File: config.mk
export PLATFORM = sky130hd
export DESIGN_NAME = conv_acc_prelu
export DESIGN_NICKNAME = d
export VERILOG_FILES = /design/src/rtl/conv_acc_prelu.sv
export SDC_FILE = /design/constraint.sdc
export NUM_CORES = 2
export LEC_CHECK = 0
export ABC_AREA = 1
export CAP_MARGIN = 20
export CORE_MARGIN = 1
export CORE_UTILIZATION = 30
export CTS_CLUSTER_SIZE = 28
export DETAILED_ROUTE_END_ITERATION = 16
export GPL_ROUTABILITY_DRIVEN = 0
export HOLD_SLACK_MARGIN = 0.05
export PLACE_DENSITY = 0.48
export RECOVER_POWER = 100
export SYNTH_ARGS = -nofsm -noshare
export SYNTH_HDL_FRONTEND = slang
export SYNTH_SLANG_ARGS = --single-unit
File: constraint.sdc
create_clock -name clk -period 11.75 [get_ports clk]
set_input_delay 2.35 -clock clk [delete_from_list [all_inputs] [get_ports clk]]
set_output_delay 2.35 -clock clk [all_outputs]
set_load 0.02 [all_outputs]
File: src/rtl/conv_acc_prelu.sv
// Accumulates C_IN signed partial sums with guard bits, adds the channel bias,
// applies PReLU with a per-channel slope and saturates to one WIDTH-bit output sample.
//
// state | meaning
// ACC   | accepting partial sums; in_ready high
// CALC  | bias add, PReLU, saturation; result registered
// OUT   | result presented until out_ready
module conv_acc_prelu #(
    parameter int WIDTH = 32,
    parameter int FBITS = 24,
    parameter int C_IN  = 16,
    parameter int GUARD = 8
) (
    input  logic             clk,
    input  logic             rst_n,
    input  logic [WIDTH-1:0] in_data,
    input  logic             in_valid,
    output logic             in_ready,
    input  logic [WIDTH-1:0] bias,
    input  logic [WIDTH-1:0] alpha,
    output logic [WIDTH-1:0] out_data,
    output logic             out_valid,
    input  logic             out_ready,
    output logic             out_sat
);

    localparam int AW = WIDTH + GUARD;
    localparam int PW = AW + WIDTH;
    localparam int CW = (C_IN > 1) ? $clog2(C_IN) : 1;

    localparam logic [1:0] ST_ACC  = 2'd0;
    localparam logic [1:0] ST_CALC = 2'd1;
    localparam logic [1:0] ST_OUT  = 2'd2;

    localparam logic [CW-1:0] LAST = CW'(C_IN - 1);
    localparam logic signed [PW-1:0] SAT_MAX = {{(PW-WIDTH+1){1'b0}}, {(WIDTH-1){1'b1}}};
    localparam logic signed [PW-1:0] SAT_MIN = ~SAT_MAX;

    logic [1:0]       r_state;
    logic [CW-1:0]    r_count;
    logic [AW-1:0]    r_acc;
    logic [WIDTH-1:0] r_bias;
    logic [WIDTH-1:0] r_alpha;
    logic [WIDTH-1:0] r_out_data;
    logic             r_out_valid;
    logic             r_out_sat;

    logic                 w_accept;
    logic [AW-1:0]        w_in_ext;
    logic [AW-1:0]        w_sum;
    logic signed [PW-1:0] w_sum_ext;
    logic signed [PW-1:0] w_alpha_ext;
    logic signed [PW-1:0] w_prod;
    logic signed [PW-1:0] w_res;
    logic                 w_hi;
    logic                 w_lo;

    assign in_ready  = (r_state == ST_ACC);
    assign w_accept  = in_valid && in_ready;
    assign w_in_ext  = {{GUARD{in_data[WIDTH-1]}}, in_data};

    // Guard bits make the bias add and the full-width product overflow-free.
    assign w_sum       = r_acc + {{GUARD{r_bias[WIDTH-1]}}, r_bias};
    assign w_sum_ext   = {{WIDTH{w_sum[AW-1]}}, w_sum};
    assign w_alpha_ext = {{AW{r_alpha[WIDTH-1]}}, r_alpha};
    assign w_prod      = w_sum_ext * w_alpha_ext;
    assign w_res       = w_sum[AW-1] ? (w_prod >>> FBITS) : w_sum_ext;
    assign w_hi        = (w_res > SAT_MAX);
    assign w_lo        = (w_res < SAT_MIN);

    always_ff @(posedge clk or negedge rst_n) begin
        if (!rst_n) begin
            r_state     <= ST_ACC;
            r_count     <= '0;
            r_acc       <= '0;
            r_bias      <= '0;
            r_alpha     <= '0;
            r_out_data  <= '0;
            r_out_valid <= 1'b0;
            r_out_sat   <= 1'b0;
        end else begin
            case (r_state)
                ST_ACC: begin
                    if (w_accept) begin
                        if (r_count == '0) begin
                            r_acc   <= w_in_ext;
                            r_bias  <= bias;
                            r_alpha <= alpha;
                        end else begin
                            r_acc <= r_acc + w_in_ext;
                        end
                        if (r_count == LAST) begin
                            r_count <= '0;
                            r_state <= ST_CALC;
                        end else begin
                            r_count <= r_count + 1'b1;
                        end
                    end
                end
                ST_CALC: begin
                    if (w_hi) begin
                        r_out_data <= SAT_MAX[WIDTH-1:0];
                    end else if (w_lo) begin
                        r_out_data <= SAT_MIN[WIDTH-1:0];
                    end else begin
                        r_out_data <= w_res[WIDTH-1:0];
                    end
                    r_out_sat   <= w_hi || w_lo;
                    r_out_valid <= 1'b1;
                    r_state     <= ST_OUT;
                end
                ST_OUT: begin
                    if (out_ready) begin
                        r_out_valid <= 1'b0;
                        r_state     <= ST_ACC;
                    end
                end
                default: r_state <= ST_ACC;
            endcase
        end
    end

    assign out_data  = r_out_data;
    assign out_valid = r_out_valid;
    assign out_sat   = r_out_sat;

endmodule

After elaboration in Yosys (flattened, before gate mapping)
Index checks and enable logic that the tools add are counted.
{"block": "classes", "mul": 1, "eq_ne": 6, "reduce_logical": 9, "magnitude_cmp": 2, "n_mux": 11, "add_sub_neg": 3}
{"op": "$add A40 B40 Y40", "count": 2}
{"op": "$gt A72 B32 Y1 const B", "count": 1}
{"op": "$lt A72 B32 Y1 const B", "count": 1}
{"op": "$mul A40 B32 Y72", "count": 1}
{"op": "$mux W72", "count": 1}
{"op": "$mux W32", "count": 2}
{"op": "$mux W40", "count": 1}
{"op": "$mux W2", "count": 3}
{"op": "$pmux W2 S3", "count": 1}
{"op": "$reduce_and A3 Y1", "count": 2}
{"op": "$add A4 B1 Y4 const B", "count": 1}
{"op": "$eq A4 B4 Y1 const B", "count": 1}
{"op": "$logic_not A4 Y1", "count": 1}
{"op": "$mux W4", "count": 1}
{"op": "$ne A2 B1 Y1 const B", "count": 2}
{"op": "$reduce_and A2 Y1", "count": 2}
{"op": "$eq A2 B1 Y1 const B", "count": 1}
{"op": "$eq A2 B2 Y1 const B", "count": 1}
{"op": "$logic_not A2 Y1", "count": 1}
{"op": "$ne A2 B2 Y1 const B", "count": 1}
{"op": "$pmux W1 S2", "count": 1}
{"op": "$reduce_bool A2 Y1", "count": 1}
{"op": "$logic_and A1 B1 Y1", "count": 1}
{"op": "$logic_or A1 B1 Y1", "count": 1}
{"op": "$mux W1", "count": 1}
{"block": "word_totals", "output_inout_bits": 35, "ff_bits": 144, "wordCells": 40, "inputBits": 100}

Longest topological paths before layout
{"block": "depth", "word_depth": 6, "mapped_depth": 57}

Worst setup path after synthesis
OpenSTA, ideal clock, no wires.
{"block": "synth_timing", "path_type": "reg2reg", "from": "register r_bias[31]", "to": "register r_out_data[10], in the netlist out_data[10]", "period_less_slack_ns": 9.264, "arrival_ns": 9.148, "setup_ns": 0.117, "stages_incl_launch_ff": 50, "slack_ns": 2.486, "t_required_ns": 11.633, "cell_sequence": "dfrtp_1 ha_1 a21oi_1 o21ai_0 nand2_1 nand3_1 a21oi_1 nand2_2 nand2_1 nand2_2 buf_2 buf_2 nor2_1 inv_1 fa_1 inv_1 fa_1 fa_1 [14 not listed] nand2_1 nor4_1 nand2_1 nand2_1 nand2_1 nand2_1 nand2_1 inv_1 nand3_1 nor2_1 nand2_1 nand2_1 nand3_1 nand2_2 buf_6 nand2_1 nand2_1 nand2_1"}
{"block": "synth_via", "elab_chain_cells": 6}
{"item": "start: declaration", "line": "42", "text": "logic [WIDTH-1:0] r_bias;"}
{"item": "start signal: assignment", "line": "87", "text": "r_bias <= bias;"}
{"item": "$add A40 B40 Y40 *", "line": "63", "text": "assign w_sum = r_acc + {{GUARD{r_bias[WIDTH-1]}}, r_bias};"}
{"item": "$mul A40 B32 Y72", "line": "66", "text": "assign w_prod = w_sum_ext * w_alpha_ext;"}
{"item": "$mux W72 *", "line": "67", "text": "assign w_res = w_sum[AW-1] ? (w_prod >>> FBITS) : w_sum_ext;"}
{"item": "$lt A72 B32 Y1", "line": "69", "text": "assign w_lo = (w_res < SAT_MIN);"}
{"item": "$mux W32", "line": "103", "text": "end else if (w_lo) begin"}
{"item": "$mux W32 *", "line": "101", "text": "if (w_hi) begin"}
{"item": "end signal: assignment", "line": "102", "text": "r_out_data <= SAT_MAX[WIDTH-1:0];"}
{"item": "end signal: assignment", "line": "104", "text": "r_out_data <= SAT_MIN[WIDTH-1:0];"}
{"item": "end signal: assignment", "line": "106", "text": "r_out_data <= w_res[WIDTH-1:0];"}
{"item": "end: declaration", "line": "44", "text": "logic [WIDTH-1:0] r_out_data;"}
Mark *: on every way between the ends. The rest lies on a longest branch, timed or not.
A chain may end at the register's enable or synchronous reset.

Worst setup path in the final report
{"block": "layout_timing", "from": "register r_acc[0]", "to": "register r_out_data[1], in the netlist out_data[1]"}
{"block": "layout_via", "elab_chain_cells": 6}
{"item": "start: declaration", "line": "41", "text": "logic [AW-1:0] r_acc;"}
{"item": "start signal: assignment", "line": "86", "text": "r_acc <= w_in_ext;"}
{"item": "start signal: assignment", "line": "90", "text": "r_acc <= r_acc + w_in_ext;"}
{"item": "$add A40 B40 Y40 *", "line": "63"}
{"item": "$mul A40 B32 Y72", "line": "66"}
{"item": "$mux W72 *", "line": "67"}
{"item": "$lt A72 B32 Y1", "line": "69"}
{"item": "$mux W32", "line": "103"}
{"item": "$mux W32 *", "line": "101"}
Marked as above.

==> results.toml <==
[synth]
yosysWarnings = 0
synthXorXnorAreaFrac_pct = 0.974
async_flop_share_pct = 100
ys_types = 54
ys_top_cells_by_count = "nand2_1, inv_1, fa_1"
synth_top_area_share_pct = 47.6
syn-num-nets = 8775
synth_compound_area_share_pct = 5.01
synth_fa_ha_area_share_pct = 53.8
synth_top_family_by_area = "adder cells"
synth_most_common_cell = "nand2_1"
syn_avg_cell_area_sq_um = 7.86
synth_area_leaders = "fa_1, nand2_1, inv_1"
yosys.area_share.simple_pct = 20.0
synth_edf_count = 0
synth.mux.area_fraction_pct = 0.627
yosys_register_bits = 144
synthFlopType = "dfrtp_1"
synth_area_sq_um = 55600
synth_area_leader_cell = "fa_1"
synth_cells = 7076
ys_seq_area_share_pct = 6.48

[setup_path]
setup.worst_path.class = "reg -> reg"
cp-end-kind = "flop"
critPathRequiredTime_ps = 12140
r2r-end = "out_data[1]"
startpoint_type = "flop"
worstPathArrival_ps = 11570
r2r_start = "r_acc[0]"
cpPeakStageDelay_ps = 590
setup.worst_path.start = "r_acc[0]"
crit_slowest_cell = "fa_1"
reg2reg_slack_ps = 570
crit_path_frequent_cell = "nand2_1"
worstPathMaxFanout = 22
r2r_cells = 45

[timing]
worst_slew_pin_slew_ps = 3760
setup_viol = 0
fmax_mhz = 89.4
rsz0062_at_grt = "no"
holdWs_ps = 478
period_share_pct = 95.2
skew_ps = 48.2
period_minus_slack_ps = 11180
slew_viol_final = 324
fin_setup_tns_ps = 0
hold_viol = 0
slew_headroom_pct = -151

[drt]
drtIter0Drc = 3624
drt_wl_total_um = 222000
first_pass_iters = 5
dr_total_vias = 46800
antenna_left = 0
drc_errors = 0
vias_per_cell = 4.88
avgRoutedWirePerCell_um = 23.1

[placed_design]
dpl.hpwl_um = 183000
dpl_cell_area_sq_um = 60200
place_inst = 9546
io_buffers = 134

[cts]
clkTransAtPathRegs_ps = 110
worst_skew_pair.late_latency_ps = 540
cts_buffers = 17
cts_buffer_depth = 2
cts_tree = "built"
cts_max_level = 4
ctsHoldBuffers = 0
root_buffer = "clkbuf_16"
cts.sinks = 144

[layout]
finish.net_count = 8807
syn_to_final_growth_pct = 9.43
finalInstanceArea_sq_um = 60900
drive_gt1_share_pct = 4.40
fin_cells = 9587

[die]
core_area_sq_um = 184000
start_util_pct = 30.3
rows = 157
dieWidth_um = 433
dieArea_sq_um = 187000
die_y_um = 433
ios = 135

[grt]
grt_pass1_vias = 49800
grt-ovfl-total = 0
grt_antenna_before_repair = 7
grt_util_all_layers_pct = 24.3
grt_max_degree = 67
grt_pass1_wl_um = 333000

[outcome]
violations = "capacitance limit, slew limit"
status = "finished with violations"

[worst_hold_path]
min_to = "out_data[23]"
hold_start = "out_data[23]"
hold_depth = 2
hold_class = "reg -> reg"

[run]
maxCapViolCount = 7
-- worst max path at each step --
stage | depth (start not counted) | slack (ps) | endpoint
2_1_floorplan | 49 | 2490 | out_data[10]
3_3_place_gp | 44 | 340 | out_data[13]
3_5_place_dp | 51 | 300 | out_data[1]
4_1_cts | 51 | 170 | out_data[1]
5_1_grt | 51 | 7 | out_data[1]
6_report | 45 | 570 | out_data[1]
-- cell families (layout without fill, tap and decap cells) --
family	Yosys count	after routing
other	0	2
and+or+nand+nor	2814	2814
AOI/OAI and AO/OA	508	508
muxes	31	31
DFF	144	144
adders and majority gates	1599	1599
xor gates and xnor gates	61	61
buffers and inverters	1919	1964
-- critical path, delay by kind of cell (launching register included) --
family	cells	cell delay [ps]
AO/OA/AOI/OAI	3	550
XOR/XNOR	1	380
adder cells (fa/ha/maj)	11	5120
buffers and inverters	8	1500
flip-flops	1	400
AND/OR/NAND/NOR	22	3030
-- repair_timing --
item / CTS / global route
buffers inserted: 0 / 5
gates resized for setup: 0 / 13
endpoints found under the setup margin: 0 / 32
-- placed cells by master (no fill, tap or decap), drive strengths merged, types with 96 or more instances in the layout --
cell           Yosys  final
buf               29    137
inv             1635   1638
a21oi            250    250
fa              1323   1323
o21ai            159    159
nor2             915    915
dfrtp            144    144
clkdlybuf4s50      0     96
ha               276    276
nand2           1673   1673
nand3            119    119
-- sequential cells by signal (all words and copies together), names as in the netlist --
register / cells
out_sat: 1
r_acc: 40
r_state: 2
r_alpha: 32
r_bias: 32
out_valid: 1
r_count: 4
out_data: 32
-- per-stage QoR --
step | worst slack (ps) | utilization, %
final | 569 | 33.1
after global routing | 6.68 | 33.1
after CTS | 165 | 33.1
after detailed placement | 297 | 32.8
after global placement | 339 | 32.7
after floorplan | 2490 | -
-- metal layers --
metal / vias to the layer above / GRT usage [%] / routed length (um) / share of wire (%)
li1: 20500 / - / - / -
met1: 24400 / 32.1 / 92700 / 42
met2: 1559 / 40.2 / 105000 / 47
met3: 289 / 2.41 / 13100 / 5.9
met4: 2 / 10.6 / 11500 / 5.2
met5: - / 0 / 12 / 0.0054
-- area by class of cell --
type,count,area (sq um)
tap,2464,3080
fill,19700,123000
clock inverter,13,128
sequential,144,3600
timing repair buffer,277,2570
timing repair inverter,1,7.51
multi-input combinational,5013,44800
inverter,1654,6240
clock buffer,19,453
antenna,2,5.00
Power is not shown: default switching activity piles up to over one toggle a cycle in this logic, so the estimate is an artifact.
